### config.mk
export PLATFORM = sky130hd
export DESIGN_NAME = term_write_sequencer_flat
export DESIGN_NICKNAME = d
export VERILOG_FILES = /design/src/rtl/term_write_sequencer_if.sv /design/src/rtl/term_write_sequencer.sv /design/src/flat_wrapper.sv
export SDC_FILE = /design/constraint.sdc
export NUM_CORES = 1
export LEC_CHECK = 0
export ABC_AREA = 1
export BUFFER_PORTS_ARGS = -buffer_cell sky130_fd_sc_hd__buf_2
export CAP_MARGIN = 20
export CORE_MARGIN = 8
export CORE_UTILIZATION = 40
export DETAILED_ROUTE_END_ITERATION = 10
export GPL_TIMING_DRIVEN = 0
export PLACE_DENSITY_LB_ADDON = 0.15
export SYNTH_ARGS = -nofsm -noshare
export SYNTH_HDL_FRONTEND = slang
export SYNTH_SLANG_ARGS = --single-unit
export TNS_END_PERCENT = 30
### constraint.sdc
create_clock -name clk -period 2.3 [get_ports clk]
set_input_delay 0.23 -clock clk [delete_from_list [all_inputs] [get_ports clk]]
set_output_delay 0.23 -clock clk [all_outputs]
set_load 0.005 [all_outputs]
### src/rtl/term_write_sequencer_if.sv
// rtl/term_write_sequencer_if.sv - PIA/video-memory bundle for the terminal write sequencer
// Signals:
//   char_in, char_strobe, rda, clr          : PIA port B side (character in, ready-for-data, clear request)
//   pos_valid, pos_col, pos_row             : recirculating memory write-head slot position
//   mem_we, mem_data                        : character memory write port
//   scroll_req, scroll_ack                  : one-row scroll handshake with the memory
//   cursor_col, cursor_row                  : current cursor position
// Modports: master drives the inputs of the sequencer, slave is the sequencer itself.

interface term_write_sequencer_if;
    logic [6:0] char_in;
    logic       char_strobe;
    logic       rda;
    logic       clr;
    logic       pos_valid;
    logic [5:0] pos_col;
    logic [4:0] pos_row;
    logic       mem_we;
    logic [5:0] mem_data;
    logic       scroll_req;
    logic       scroll_ack;
    logic [5:0] cursor_col;
    logic [4:0] cursor_row;

    modport master (
        output char_in, char_strobe, clr, pos_valid, pos_col, pos_row, scroll_ack,
        input  rda, mem_we, mem_data, cursor_col, cursor_row, scroll_req
    );

    modport slave (
        input  char_in, char_strobe, clr, pos_valid, pos_col, pos_row, scroll_ack,
        output rda, mem_we, mem_data, cursor_col, cursor_row, scroll_req
    );
endinterface

### src/rtl/term_write_sequencer.sv
// rtl/term_write_sequencer.sv - Apple-1 terminal character write sequencer
// Ports:
//   clk       : system clock, all state on the rising edge
//   rst       : asynchronous, active-high reset
//   bus.slave : char_in/char_strobe/rda/clr from the PIA, pos_valid/pos_col/pos_row
//               from the recirculating memory, mem_we/mem_data write port,
//               scroll_req/scroll_ack handshake, cursor_col/cursor_row outputs
// Build option: TERM_CLEAR_EN - when defined, clr sweeps CLEAR_CHAR through every
//               character slot before homing the cursor; when undefined, clr only
//               homes the cursor and abandons any pending write or scroll.

module term_write_sequencer #(
    parameter int         COLS       = 40,
    parameter int         ROWS       = 24,
    parameter logic [5:0] CLEAR_CHAR = 6'h20
) (
    input  logic                 clk,
    input  logic                 rst,
    term_write_sequencer_if.slave bus
);

    localparam logic [5:0] LAST_COL = 6'(COLS - 1);
    localparam logic [4:0] LAST_ROW = 5'(ROWS - 1);
`ifdef TERM_CLEAR_EN
    localparam logic [9:0] LAST_SLOT = 10'(COLS * ROWS - 1);
`endif

    typedef enum logic [2:0] {
        IDLE,
        WAIT_POS,
        ADVANCE,
        SCROLL,
        CLEAR
    } state_t;

    state_t     state_q, state_nx;
    logic [5:0] data_q, data_nx;
    logic       newline_q, newline_nx;
    logic [5:0] col_q, col_nx;
    logic [4:0] row_q, row_nx;
`ifdef TERM_CLEAR_EN
    logic [9:0] sweep_q, sweep_nx;
`endif

    logic       rda;
    logic       mem_we;
    logic [5:0] mem_data;
    logic       scroll_req;
    logic       printable;
    logic       is_cr;
    logic       pos_hit;

    // Only the 64-code uppercase/punctuation block is displayable; the memory
    // stores the low six bits of the code.
    assign printable = (bus.char_in >= 7'h20) && (bus.char_in <= 7'h5F);
    assign is_cr     = (bus.char_in == 7'h0D);
    assign pos_hit   = bus.pos_valid && (bus.pos_col == col_q) && (bus.pos_row == row_q);

    always_ff @(posedge clk or posedge rst) begin
        if (rst) begin
            state_q   <= IDLE;
            data_q    <= 6'd0;
            newline_q <= 1'b0;
            col_q     <= 6'd0;
            row_q     <= 5'd0;
`ifdef TERM_CLEAR_EN
            sweep_q   <= 10'd0;
`endif
        end else begin
            state_q   <= state_nx;
            data_q    <= data_nx;
            newline_q <= newline_nx;
            col_q     <= col_nx;
            row_q     <= row_nx;
`ifdef TERM_CLEAR_EN
            sweep_q   <= sweep_nx;
`endif
        end
    end

    always_comb begin
        state_nx   = state_q;
        data_nx    = data_q;
        newline_nx = newline_q;
        col_nx     = col_q;
        row_nx     = row_q;
`ifdef TERM_CLEAR_EN
        sweep_nx   = sweep_q;
`endif
        rda        = 1'b0;
        mem_we     = 1'b0;
        mem_data   = data_q;
        scroll_req = 1'b0;

        case (state_q)
            IDLE: begin
                rda = 1'b1;
                if (bus.char_strobe) begin
                    data_nx = bus.char_in[5:0];
                    if (printable) begin
                        state_nx = WAIT_POS;
                    end else if (is_cr) begin
                        col_nx     = 6'd0;
                        newline_nx = 1'b1;
                        state_nx   = ADVANCE;
                    end
                end
            end

            WAIT_POS: begin
                // The write head passes every slot once per revolution, so the
                // write is a single-cycle strobe on the matching slot.
                mem_we = pos_hit;
                if (pos_hit) begin
                    state_nx = ADVANCE;
                end
            end

            ADVANCE: begin
                newline_nx = 1'b0;
                if ((col_q < LAST_COL) && !newline_q) begin
                    col_nx   = col_q + 6'd1;
                    state_nx = IDLE;
                end else begin
                    col_nx = 6'd0;
                    if (row_q < LAST_ROW) begin
                        row_nx   = row_q + 5'd1;
                        state_nx = IDLE;
                    end else begin
                        // Bottom row: the memory shifts the screen up and the
                        // cursor stays on the (now blank) last row.
                        state_nx = SCROLL;
                    end
                end
            end

            SCROLL: begin
                scroll_req = 1'b1;
                if (bus.scroll_ack) begin
                    state_nx = IDLE;
                end
            end

            CLEAR: begin
                mem_data = CLEAR_CHAR;
`ifdef TERM_CLEAR_EN
                // Count writes rather than positions: the sweep starts wherever
                // the write head happens to be and covers one full revolution.
                mem_we = bus.pos_valid;
                if (bus.pos_valid) begin
                    if (sweep_q == LAST_SLOT) begin
                        sweep_nx = 10'd0;
                        col_nx   = 6'd0;
                        row_nx   = 5'd0;
                        state_nx = IDLE;
                    end else begin
                        sweep_nx = sweep_q + 10'd1;
                    end
                end
`else
                col_nx   = 6'd0;
                row_nx   = 5'd0;
                state_nx = IDLE;
`endif
            end

            default: begin
                state_nx = IDLE;
            end
        endcase

        // clr wins over everything, including a strobe in the same cycle. The
        // pending write and scroll request are cut off combinationally so no
        // stale write reaches the memory while clr is high.
        if (bus.clr) begin
            state_nx   = CLEAR;
            data_nx    = data_q;
            newline_nx = 1'b0;
            col_nx     = col_q;
            row_nx     = row_q;
            mem_we     = 1'b0;
            scroll_req = 1'b0;
`ifdef TERM_CLEAR_EN
            sweep_nx   = 10'd0;
`endif
        end
    end

    assign bus.rda        = rda;
    assign bus.mem_we     = mem_we;
    assign bus.mem_data   = mem_data;
    assign bus.scroll_req = scroll_req;
    assign bus.cursor_col = col_q;
    assign bus.cursor_row = row_q;

endmodule

### src/flat_wrapper.sv
// flat-port wrapper written by rule: the top's interface ports become plain ports
module term_write_sequencer_flat 
#(
    parameter int         COLS       = 40,
    parameter int         ROWS       = 24,
    parameter logic [5:0] CLEAR_CHAR = 6'h20
)
  (clk, rst, bus_char_in, bus_char_strobe, bus_clr, bus_pos_valid, bus_pos_col, bus_pos_row, bus_scroll_ack, bus_rda, bus_mem_we, bus_mem_data, bus_cursor_col, bus_cursor_row, bus_scroll_req);
  term_write_sequencer_if bus_i ();
  input  logic clk;
  input  logic rst;
  input wire logic [$bits(bus_i.char_in)-1:0] bus_char_in;
  input wire logic [$bits(bus_i.char_strobe)-1:0] bus_char_strobe;
  input wire logic [$bits(bus_i.clr)-1:0] bus_clr;
  input wire logic [$bits(bus_i.pos_valid)-1:0] bus_pos_valid;
  input wire logic [$bits(bus_i.pos_col)-1:0] bus_pos_col;
  input wire logic [$bits(bus_i.pos_row)-1:0] bus_pos_row;
  input wire logic [$bits(bus_i.scroll_ack)-1:0] bus_scroll_ack;
  output wire logic [$bits(bus_i.rda)-1:0] bus_rda;
  output wire logic [$bits(bus_i.mem_we)-1:0] bus_mem_we;
  output wire logic [$bits(bus_i.mem_data)-1:0] bus_mem_data;
  output wire logic [$bits(bus_i.cursor_col)-1:0] bus_cursor_col;
  output wire logic [$bits(bus_i.cursor_row)-1:0] bus_cursor_row;
  output wire logic [$bits(bus_i.scroll_req)-1:0] bus_scroll_req;
  assign bus_i.char_in = bus_char_in;
  assign bus_i.char_strobe = bus_char_strobe;
  assign bus_i.clr = bus_clr;
  assign bus_i.pos_valid = bus_pos_valid;
  assign bus_i.pos_col = bus_pos_col;
  assign bus_i.pos_row = bus_pos_row;
  assign bus_i.scroll_ack = bus_scroll_ack;
  assign bus_rda = bus_i.rda;
  assign bus_mem_we = bus_i.mem_we;
  assign bus_mem_data = bus_i.mem_data;
  assign bus_cursor_col = bus_i.cursor_col;
  assign bus_cursor_row = bus_i.cursor_row;
  assign bus_scroll_req = bus_i.scroll_req;
  term_write_sequencer #(.COLS(COLS), .ROWS(ROWS), .CLEAR_CHAR(CLEAR_CHAR)) u_core (.clk(clk), .rst(rst), .bus(bus_i));
endmodule
==> results of run 1 <==
layout make-up:
type	count	area (um2)	share of cell area [%]
plain buffers	2	11.3	0.598
clock buffers	4	45.0	2.39
inverters	43	161	8.57
multi-input cells	174	865	45.9
flip-flops and latches	21	526	27.9
well taps	48	60.1	3.19
repair buffers	43	215	11.4
state kept, by name, indices dropped and copies added (netlist names):
signal / flops
u_core.bus.cursor_col: 6
u_core.state_q: 3
u_core.bus.cursor_row: 5
u_core.newline_q: 1
u_core.data_q: 6
worst max-delay path by stage:
stage	depth (start not counted)	endpoint	slack [ns]	start
finish	6	bus_mem_we	0.45	u_core.state_q[2]$_DFFE_PP0P_
global route	6	bus_mem_we	0.36	u_core.state_q[2]$_DFFE_PP0P_
CTS	6	bus_mem_we	0.46	u_core.state_q[2]$_DFFE_PP0P_
detailed placement	7	u_core.bus.cursor_row[2]$_DFFE_PP0P_	0.73	u_core.bus.cursor_col[0]$_DFFE_PP0P_
global placement	7	u_core.bus.cursor_row[0]$_DFFE_PP0P_	0.74	u_core.bus.cursor_col[0]$_DFFE_PP0P_
floorplan	8	u_core.bus.cursor_col[3]$_DFFE_PP0P_	0.92	u_core.bus.cursor_col[0]$_DFFE_PP0P_
worst max-delay path: stages, from the launching register on:
cell and delay, ns:
sky130_fd_sc_hd__dfrtp_1 0.41, sky130_fd_sc_hd__inv_1 0.17, sky130_fd_sc_hd__nand2_1 0.17, sky130_fd_sc_hd__nor3_1 0.31, sky130_fd_sc_hd__inv_1 0.08, sky130_fd_sc_hd__nor2_1 0.11
sky130_fd_sc_hd__buf_2 0.12
synthesized netlist by cell type, drive strengths merged:
cell type,number,area share [%]
a21oi,7,2.2
clkbuf,1,0.24
dfrtp,21,34
nor3,8,3.6
buf,1,0.48
xnor2,1,0.56
nor3b,4,1.9
or2,2,0.80
o21ai,15,5.8
nand3,15,4.8
xor2,4,2.2
nor2,37,11
inv,43,10
nand2,75,19
nand4,4,1.6
ha,2,1.6
routing by layer:
layer | vias to the layer above | part of all wire, %
li1 | 833 | -
met1 | 691 | 46
met2 | 44 | 45
met3 | 9 | 7.0
met4 | 0 | 2.2
met5 | - | 0
stage by stage:
stage | setup WS [ns] | hold WS (ns)
global placement | 0.738 | 0.449
detailed placement | 0.731 | 0.441
floorplan | 0.918 | 0.207
CTS | 0.462 | 0.158
finish | 0.446 | 0.116
global route | 0.359 | 0.198
kinds of logic after synthesis:
group	share of synthesized area [%]
buffers and inverters	11.0
adder cells (fa/ha/maj)	1.60
XOR/XNOR	2.80
AND/OR/NAND/NOR	42.9
flip-flops	33.6
AO/OA/AOI/OAI	8.01
where the power goes:
| part | internal, uW | switching [uW] |
|---|---|---|
| registers | 420 | 53.0 |
| logic | 135 | 189 |
| clock network | 123 | 117 |
==> results.env, run 1 <==
R2R_SETUP_SLACK_NS=0.74
AREAGROWTHSYNTHTOFINISH_PCT=20.5
REMAINING_ANTENNA_VIOLATION_COUNT=0
FILLERS=395
FINISH.UTILIZATION_PCT=50.7
VDD.IR_DROP.WORST_mV=0.261
MIN_PERIOD_NS=1.85
CLOCK_PATH_BUFFERS=2
TIGHTEST_SLEW_NS=0.815
PLACED_CELL_AREA_UM2=1840
TIMING.SLEW.HEADROOM_PCT=45.6
NUMBER_OF_ANTENNA_VIOLATIONS_AT_THE_FIRST_CHECK_IN_GLOBAL_ROUTING=0
USE_MET1_PCT=15.3
CTS_NUM_SINKS=21
CRITPATHLAUNCHTYPE='flip-flop'
ROOT_BUFFER='sky130_fd_sc_hd__clkbuf_8'
COUNT_OF_PINS_ON_THE_BLOCK_BOUNDARY=44
POST_ROUTE_CELLS_DRIVE_ABOVE_1_SHARE_PCT=23.3
CLK_LATENCY_NS=0.26
REMAINING_DRC_ERRORS=0
DIEHEIGHT_UM=78.5
SYNTH.DISTINCT_CELLS=24
FIRST_GLOBAL_VIAS=1573
GRTUSAGEMET3_PCT=3.87
CORE_AREA_UM2=3720
POST-LAYOUT-TOTAL-POWER_uW=1040
GRT_SETUP_UNREPAIRED='false'
POSTCTSHOLDBUFS=0
DRT_PASS1_ITERATIONS=6
GRT_BUSIEST_LAYER='met2'
GPL.FINAL_WEIGHTED_CONGESTION=0.861
INITIAL_UTILIZATION_PCT=42.1
WORST-PATH-MAX-FANOUT=5
RR_STARTPOINT='u_core.bus.cursor_col[0]$_DFFE_PP0P_'
END_KIND='output port'
GRT_OVERFLOW=0
FINAL_INSTANCE_COUNT_WITHOUT_FILLER_CELLS=335
GR-USAGE-ALL-LAYERS_PCT=13.1
TIMING.SETUP.CRITICAL_PATH_CLASS='flip-flop to output port'
CLOCK-SKEW-FINAL_NS=0.00157
DIE_WIDTH_UM=78.5
FINAL.PERIOD_UTILIZATION_PCT=80.6
MAXCLOCKFREQUENCY_MHz=539
CLK_PIN_SLEW_NS=0.07
WORST_R2R_ENDPOINT='u_core.bus.cursor_row[4]$_DFFE_PP0P_'
POST-CTS-SETUP-BUFFER-COUNT=0
SYNTH_INSTANCES=240
SETUP_TNS_NS=0
WORST_R2R_PATH_DEPTH=8
YS_WARN_COUNT=0
TOTAL_ROUTED_LENGTH_UM=3740
STDCELL_AREA_UM2=1880
POST_SYNTHESIS_MEAN_INSTANCE_AREA_UM2=6.51
FINAL_HOLD_VIOL_COUNT=0
HTREE_NUM_LEVELS=1
TIMING.FINAL.SETUP_VIOLATIONS=0
HOLDCRITPATHCLASS='primary input to async pin'
CTSRESIZECOUNT=0
STATIC-LEAKAGE-POWER_uW=0.00106
NUM_ANTENNA_CELLS=0
ROUTED_VIA_DENSITY=4.71
TRITONCTS='yes'
OUTCOME='completed'
POSTSYNTHNETCOUNT=266
FINAL_NETS=314
CTS_BUFFERS=3
YS_SEQ_AREA_SHARE_PCT=33.6
ROUTE.DETAILED.WL_PER_INST_UM=11.2
LAYOUT_COMMONEST_CELL='sky130_fd_sc_hd__nand2_1'
GRT_PASS1_WL_UM=6750
NUM_VIAS=1577
SYNTH_SEQ_CELLS=21
ARRIVAL_NS=1.62
POST-PLACE-CELLS=331
INITIALDRTVIOLATIONCOUNT=71
DETAILED_PLACE_HPWL_UM=2990
DIE_AREA_UM2=6160
SLEW_VIOLATIONS=0
CAP_VIOLATIONS=0
MOSTFREQUENTLAYOUTCELLS='sky130_fd_sc_hd__nand2_1 (72), sky130_fd_sc_hd__buf_2 (43), sky130_fd_sc_hd__inv_1 (38), sky130_fd_sc_hd__nor2_1 (33), sky130_fd_sc_hd__dfrtp_1 (21)'
PIN_COUNT_OF_THE_BIGGEST_NET_ENTERING_GLOBAL_ROUTING=22
GRT.MET2_USAGE_PCT=21.5
NUMPORTBUFFERS=43
STANDARD_CELL_ROWS=22
POST_SYNTH_INSTANCE_AREA_UM2=1560
TIMING.CRITICAL_PATH.REQUIRED_NS=2.07
POWER_DENSITY_nW_PER_UM2=551
Power figures use the tool's default switching activity.
==> inputs of run 2 (changes only) <==
==> constraint.sdc (replaced) <==
create_clock -name clk -period 1.8 [get_ports clk]
set_input_delay 0.18 -clock clk [delete_from_list [all_inputs] [get_ports clk]]
set_output_delay 0.18 -clock clk [all_outputs]
set_load 0.005 [all_outputs]
==> run 2 against run 1 <==
  * Core utilization grew 0.17 points
  * First-iteration DRC count grew 5.6%
  * Largest cell class unchanged
  * Register-to-register slack got worse by 0.50 ns
  * Largest power group unchanged
  * Clock power up 28%
  * Total power rose by 28%
  * Worst hold slack got worse by 0.049 ns
==> results.env, run 2 (same netlist as run 1, synthesis figures left out) <==
FINAL_NETS=314  # unchanged
INITIALDRTVIOLATIONCOUNT=75  # +5.6%
SLEW_VIOLATIONS=0  # unchanged
ROUTED_VIA_DENSITY=4.70  # -0.13%
HTREE_NUM_LEVELS=1  # unchanged
NUMPORTBUFFERS=43  # unchanged
OUTCOME='completed'
AREAGROWTHSYNTHTOFINISH_PCT=20.9
NUM_VIAS=1575  # -0.13%
PIN_COUNT_OF_THE_BIGGEST_NET_ENTERING_GLOBAL_ROUTING=22  # unchanged
DRT_PASS1_ITERATIONS=5  # -1
TRITONCTS='yes'
FIN_WS_NS=0.103  # -0.343 ns
DIEHEIGHT_UM=78.5  # unchanged
CORE_AREA_UM2=3720  # unchanged
WORST_PATH_LARGEST_CELL_DELAY_NS=0.41  # about the same
STATIC-LEAKAGE-POWER_uW=0.00105  # about the same
TOTAL_ROUTED_LENGTH_UM=3750  # +0.27%
NUMBER_OF_ANTENNA_VIOLATIONS_AT_THE_FIRST_CHECK_IN_GLOBAL_ROUTING=0  # unchanged
LAYOUT_COMMONEST_CELL='sky130_fd_sc_hd__nand2_1'
FINAL.PERIOD_UTILIZATION_PCT=94.3
REMAINING_DRC_ERRORS=0  # unchanged
MAXCLOCKFREQUENCY_MHz=589
CTS_NUM_SINKS=21  # unchanged
TIGHTEST_SLEW_NS=0.818  # +0.00317 ns
CRITICAL-PATH-TOP-CELL-BY-COUNT='sky130_fd_sc_hd__inv_1'
END_KIND='output port'
TIMING.CRITICAL_PATH.MAX_DELAY_FAMILY='simple AND/OR/NAND/NOR gates'
GR-USAGE-ALL-LAYERS_PCT=13.1  # unchanged
NUM_ANTENNA_CELLS=0  # unchanged
SETUP_TNS_NS=0  # unchanged
CRIT_CHAIN='inv_1 -> nand2_1 -> nor3_2 -> inv_1 -> nor2_1 -> buf_2'
DETAILED_PLACE_HPWL_UM=2990  # unchanged
ARRIVAL_NS=1.52  # -0.10 ns
VDD.IR_DROP.WORST_mV=0.334  # +28%
DIE_AREA_UM2=6160  # unchanged
CLK_LATENCY_NS=0.26  # about the same
CLOCK-SKEW-FINAL_NS=0.00130  # -0.000270 ns
DIE_WIDTH_UM=78.5  # unchanged
POSTCTSHOLDBUFS=0  # unchanged
FIRST_GLOBAL_VIAS=1573  # unchanged
TIMING.CRITICAL_PATH.SLOWEST_STAGE_CELL='sky130_fd_sc_hd__dfrtp_1'
TIMING.SLEW.HEADROOM_PCT=45.4  # -0.21 points
WORST-PATH-MAX-FANOUT=5  # unchanged
POWER_DENSITY_nW_PER_UM2=703  # +28%
COUNT_OF_PINS_ON_THE_BLOCK_BOUNDARY=44  # unchanged
GPL.FINAL_WEIGHTED_CONGESTION=0.861  # unchanged
ROUTE.DETAILED.WL_PER_INST_UM=11.2  # +0.27%
TIMING.CRITICAL_PATH.REQUIRED_NS=1.62  # -0.45 ns
MIN_PERIOD_NS=1.70
REMAINING_ANTENNA_VIOLATION_COUNT=0  # unchanged
FILLERS=394  # -0.25%
TIMING.SETUP.CRITICAL_PATH_CLASS='flip-flop to output port'
GRT_SETUP_UNREPAIRED='false'
FINAL_HOLD_VIOL_COUNT=0  # unchanged
CLK_PIN_SLEW_NS=0.07  # about the same
CRITPATHLAUNCHTYPE='flip-flop'
GRT_OVERFLOW=0  # unchanged
CRIT_BUF_INV=3  # unchanged
INITIAL_UTILIZATION_PCT=42.1  # unchanged
CTS_BUFFERS=3  # unchanged
CLOCK_PATH_BUFFERS=2  # unchanged
DETAILEDPLACE.WORSTSLACK_NS=0.231  # -0.500 ns
HOLDCRITPATHCLASS='primary input to async pin'
CAP_VIOLATIONS=0  # unchanged
MOSTFREQUENTLAYOUTCELLS='sky130_fd_sc_hd__nand2_1 (72), sky130_fd_sc_hd__buf_2 (43), sky130_fd_sc_hd__inv_1 (38), sky130_fd_sc_hd__nor2_1 (33), sky130_fd_sc_hd__dfrtp_1 (20)'
GRT_PASS1_WL_UM=6750  # unchanged
POST_ROUTE_CELLS_DRIVE_ABOVE_1_SHARE_PCT=24.0  # +0.70 points
TIMING.FINAL.SETUP_VIOLATIONS=0  # unchanged
ROOT_BUFFER='sky130_fd_sc_hd__clkbuf_8'
STANDARD_CELL_ROWS=22  # unchanged
## run 2: changes by cell type in the layout (fill, tap and decap cells not counted)
cell,change
sky130_fd_sc_hd__nor3_1,-1
sky130_fd_sc_hd__nor3_2,+1
sky130_fd_sc_hd__dfrtp_2,+1
sky130_fd_sc_hd__dfrtp_1,-1
## run 2: worst reg2reg max path, delay by kind of cell, from the launching register on
| family | cells | cell delay [ns] |
|---|---|---|
| AND/OR/NAND/NOR | 6 | 0.66 |
| adder cells (fa/ha/maj) | 1 | 0.20 |
| AO/OA/AOI/OAI | 1 | 0.13 |
| flip-flops | 1 | 0.45 |
## run 2: cell type report
class                           instances  area [um2]  area share [%]
Sequential cell                        21         527            27.9
Tap cell                               48        60.1            3.18
Multi-Input combinational cell        174         870            46.0
Inverter                               43         161            8.54
Buffer                                  2        11.3           0.596
Clock buffer                            4        45.0            2.38
Timing Repair Buffer                   43         215            11.4
## run 2: power by group
group          leakage, uW  total (uW)  internal [uW]  switching, uW
clock network    0.0000228         307            158            149
logic             0.000761         415            173            242
registers         0.000271         606            538           68.5
total              0.00105        1330            869            460
## run 2: metrics by stage
stage	instance area, um2	hold WS [ns]	power (uW)	std cells	util (%)
global placement	1840	0.399	1030	331	49.5
detailed placement	1840	0.391	1030	331	49.5
CTS	1880	0.108	1350	335	50.7
global route	1890	0.147	1440	335	50.8
finish	1890	0.0679	1330	335	50.8
floorplan	1560	0.157	878	240	-
## run 2: layer usage
metal / wire length, um / global-route usage [%] / up-vias
li1: - / - / 832
met1: 1730 / 15.3 / 687
met2: 1680 / 21.5 / 47
met3: 266 / 3.87 / 9
met4: 81 / 5.93 / 0
met5: 0 / 0 / -
## run 2: what timing repair did
action                                  CTS  global route
endpoints found under the setup margin    0             1
gates resized for setup                   0             2
setup buffers                             0             0
## run 2: worst paths after layout
kind,startpoint,depth (start not counted),to,slack (ns)
min,rst,2,u_core.bus.cursor_row[1]$_DFFE_PP0P_,0.07
min reg2reg,u_core.data_q[5]$_DFFE_PP0P_,2,u_core.data_q[5]$_DFFE_PP0P_,0.49
min in group clk,bus_scroll_ack,4,u_core.state_q[1]$_DFFE_PP0P_,0.18
max,u_core.state_q[2]$_DFFE_PP0P_,6,bus_mem_we,0.10
max reg2reg,u_core.bus.cursor_col[0]$_DFFE_PP0P_,8,u_core.bus.cursor_row[4]$_DFFE_PP0P_,0.24
max in group asynchronous,rst,2,u_core.bus.cursor_row[0]$_DFFE_PP0P_,1.18
==> inputs of run 3 (changes only) <==
--- a/config.mk
+++ b/config.mk
@@ -6,11 +6,11 @@
 export NUM_CORES = 1
 export LEC_CHECK = 0
 export ABC_AREA = 1
-export BUFFER_PORTS_ARGS = -buffer_cell sky130_fd_sc_hd__buf_2
 export CAP_MARGIN = 20
 export CORE_MARGIN = 8
 export CORE_UTILIZATION = 40
 export DETAILED_ROUTE_END_ITERATION = 10
+export DONT_BUFFER_PORTS = 1
 export GPL_TIMING_DRIVEN = 0
 export PLACE_DENSITY_LB_ADDON = 0.15
 export SYNTH_ARGS = -nofsm -noshare
==> run 3 against run 2 <==
  * The run now ends with hold timing left
  * Clock power is 5% higher
  * Worst hold slack got worse by 0.11 ns
  * Sequential share of layout area rose by 3.4 points
  * Highest routed layer unchanged
  * Critical path type unchanged
==> results.env, run 3 (same netlist as run 1, synthesis figures left out) <==
CRIT_BUF_INV=1  # -2
NUM_ANTENNA_CELLS=0  # unchanged
SLEW_VIOLATIONS=0  # unchanged
ROOT_BUFFER='sky130_fd_sc_hd__clkbuf_8'
STATIC-LEAKAGE-POWER_uW=0.000864  # -18%
DETAILED_PLACE_HPWL_UM=2980  # -0.31%
FINAL_HOLD_VIOL_COUNT=21  # +21
NUM_VIAS=1428  # -9.3%
VDD.IR_DROP.WORST_mV=0.391  # +17%
INITIAL_UTILIZATION_PCT=42.1  # unchanged
SETUP_TNS_NS=0  # unchanged
CRITPATHLAUNCHTYPE='flip-flop'
GRT_OVERFLOW=0  # unchanged
MOSTFREQUENTLAYOUTCELLS='sky130_fd_sc_hd__nand2_1 (72), sky130_fd_sc_hd__inv_1 (38), sky130_fd_sc_hd__nor2_1 (33), sky130_fd_sc_hd__dfrtp_1 (19), sky130_fd_sc_hd__nand3_1 (15)'
DRT_PASS1_ITERATIONS=4  # -1
TIMING.CRITICAL_PATH.MAX_DELAY_FAMILY='simple AND/OR/NAND/NOR gates'
TIMING.SETUP.CRITICAL_PATH_CLASS='flip-flop to output port'
FIN_WS_NS=0.168  # +0.0647 ns
FAILED_CHECKS='hold timing'
END_KIND='output port'
DETAILEDPLACE.WORSTSLACK_NS=0.190  # -0.0409 ns
HOLDCRITPATHCLASS='primary input to async pin'
GRT_SETUP_UNREPAIRED='false'
CRITICAL-PATH-TOP-CELL-BY-COUNT='sky130_fd_sc_hd__nand2_1'
WORST_PATH_LARGEST_CELL_DELAY_NS=0.46  # +0.05 ns
MAXCLOCKFREQUENCY_MHz=613  # +4.0%
PLACED_CELL_AREA_UM2=1620  # -12%
REMAINING_ANTENNA_VIOLATION_COUNT=0  # unchanged
TIMING.CRITICAL_PATH.SLOWEST_STAGE_CELL='sky130_fd_sc_hd__dfrtp_1'
TIMING.SLEW.HEADROOM_PCT=45.1  # -0.30 points
CORE_AREA_UM2=3720  # unchanged
CRIT_CHAIN='inv_1 -> nand2_1 -> nand2_1 -> nor3b_1 -> nand3_1 -> nor2_1'
FINAL.PERIOD_UTILIZATION_PCT=90.7  # -3.6 points
TIGHTEST_SLEW_NS=0.822  # +0.00452 ns
TIMING.CRITICAL_PATH.REQUIRED_NS=1.62  # about the same
FINALHOLDWORSTSLACK_NS=-0.0446  # -0.112 ns
DIEHEIGHT_UM=78.5  # unchanged
FINAL_NETS=272  # -13%
STANDARD_CELL_ROWS=22  # unchanged
HTREE_NUM_LEVELS=1  # unchanged
CLOCK-SKEW-FINAL_NS=0.00814  # +0.00684 ns
GR-USAGE-ALL-LAYERS_PCT=12.5  # -0.57 points
GPL.FINAL_WEIGHTED_CONGESTION=0.854  # -0.80%
TOTAL_ROUTED_LENGTH_UM=3650  # -2.6%
CTS_BUFFERS=3  # unchanged
AREAGROWTHSYNTHTOFINISH_PCT=8.09
COMBINED_AREA_OF_THE_MULTI_INPUT_LOGIC_CELLS_UM2=870  # unchanged
POST-CTS-SETUP-BUFFER-COUNT=0  # unchanged
NUMPORTBUFFERS=0  # -100%
CAP_VIOLATIONS=0  # unchanged
ARRIVAL_NS=1.45  # -0.07 ns
INITIALDRTVIOLATIONCOUNT=62  # -17%
LAYOUT_COMMONEST_CELL='sky130_fd_sc_hd__nand2_1'
MIN_PERIOD_NS=1.63  # -0.0647 ns
CLOCK_PATH_BUFFERS=2  # unchanged
STDCELL_AREA_UM2=1690  # -11%
DIE_WIDTH_UM=78.5  # unchanged
OUTCOME='finished with violations'
POWER_DENSITY_nW_PER_UM2=751  # +6.9%
GRT_PASS1_WL_UM=6430  # -4.7%
CLK_PIN_SLEW_NS=0.09  # +0.02 ns
CTS_NUM_SINKS=21  # unchanged
ROUTE.DETAILED.WL_PER_INST_UM=12.5  # +11%
FF_LATCH_AREA_UM2=528  # +0.24%
R2R_SETUP_SLACK_NS=0.22  # -0.02 ns
WORST-PATH-MAX-FANOUT=6  # +1
PIN_COUNT_OF_THE_BIGGEST_NET_ENTERING_GLOBAL_ROUTING=22  # unchanged
DIE_AREA_UM2=6160  # unchanged
POST_ROUTE_CELLS_DRIVE_ABOVE_1_SHARE_PCT=11.4  # -13 points
NUMBER_OF_ANTENNA_VIOLATIONS_AT_THE_FIRST_CHECK_IN_GLOBAL_ROUTING=0  # unchanged
REMAINING_DRC_ERRORS=0  # unchanged
COUNT_OF_PINS_ON_THE_BLOCK_BOUNDARY=44  # unchanged
CLK_LATENCY_NS=0.26  # about the same
FILLERS=415  # +5.3%
ROUTED_VIA_DENSITY=4.87  # +3.7%
TIMING.FINAL.SETUP_VIOLATIONS=0  # unchanged
FIRST_GLOBAL_VIAS=1446  # -8.1%
TRITONCTS='yes'
-- run 3: cell types whose count changed in the layout (fill, tap and decap cells not counted) --
cell / change
sky130_fd_sc_hd__clkbuf_1: -1
sky130_fd_sc_hd__dfrtp_1: -1
sky130_fd_sc_hd__clkinvlp_4: +1
sky130_fd_sc_hd__dlygate4sd3_1: +1
sky130_fd_sc_hd__buf_2: -43
sky130_fd_sc_hd__dfrtp_2: +1
-- run 3: worst paths after layout --
kind                                                            from                                    to  cells past startpoint
worst max register to register  u_core.bus.cursor_col[0]$_DFFE_PP0P_  u_core.bus.cursor_row[2]$_DFFE_PP0P_                      7
worst max-delay path            u_core.bus.cursor_col[4]$_DFFE_PP0P_                            bus_mem_we                      6
worst min-delay path                                             rst          u_core.data_q[3]$_DFFE_PP0P_                      1
max in group asynchronous                                        rst  u_core.bus.cursor_col[0]$_DFFE_PP0P_                      1
min in group clk                                      bus_char_in[2]          u_core.data_q[2]$_DFFE_PP0P_                      2
worst min register to register          u_core.data_q[5]$_DFFE_PP0P_          u_core.data_q[5]$_DFFE_PP0P_                      2
-- run 3: per-stage QoR --
step	power (uW)	cells	util, %
after global routing	1380	293	45.5
final	1270	293	45.5
after floorplan	878	240	-
after global placement	955	288	43.7
after CTS	1280	292	45.0
after detailed placement	958	288	43.7
-- run 3: power by group --
part / total [uW] / switching, uW / internal [uW]
combinational: 330 / 210 / 120
clock: 321 / 165 / 156
sequential: 618 / 79.7 / 538
-- run 3: area by class of cell --
class | instances | area share, %
multi-input cells | 174 | 51.5
flip-flops and latches | 21 | 31.3
inverters | 43 | 9.56
well taps | 48 | 3.56
clock buffers | 3 | 2.44
plain buffers | 2 | 0.667
repair buffers | 1 | 0.593
clock inverters | 1 | 0.444
-- run 3: routing by layer --
metal / global-route usage (%) / vias to the layer above / wire [um]
met5: 0 / - / 0
li1: - / 750 / -
met1: 15.8 / 639 / 1690
met4: 2.78 / 0 / 27
met2: 20.5 / 35 / 1630
met3: 3.64 / 4 / 301
-- run 3: worst reg2reg max path: stages (launching register included) --
cell	delay [ns]
sky130_fd_sc_hd__dfrtp_2	0.47
sky130_fd_sc_hd__ha_1	0.23
sky130_fd_sc_hd__nand2_1	0.10
sky130_fd_sc_hd__nand3_1	0.07
sky130_fd_sc_hd__nand2_1	0.11
sky130_fd_sc_hd__nand2_2	0.13
sky130_fd_sc_hd__o21ai_2	0.25
sky130_fd_sc_hd__o21ai_0	0.11
-- run 3: timing repair --
item / CTS / global route
gates resized for setup: 0 / 3
endpoints found under the setup margin: 0 / 3
hold buffers: 0 / 1
endpoints found under the hold margin: 0 / 1
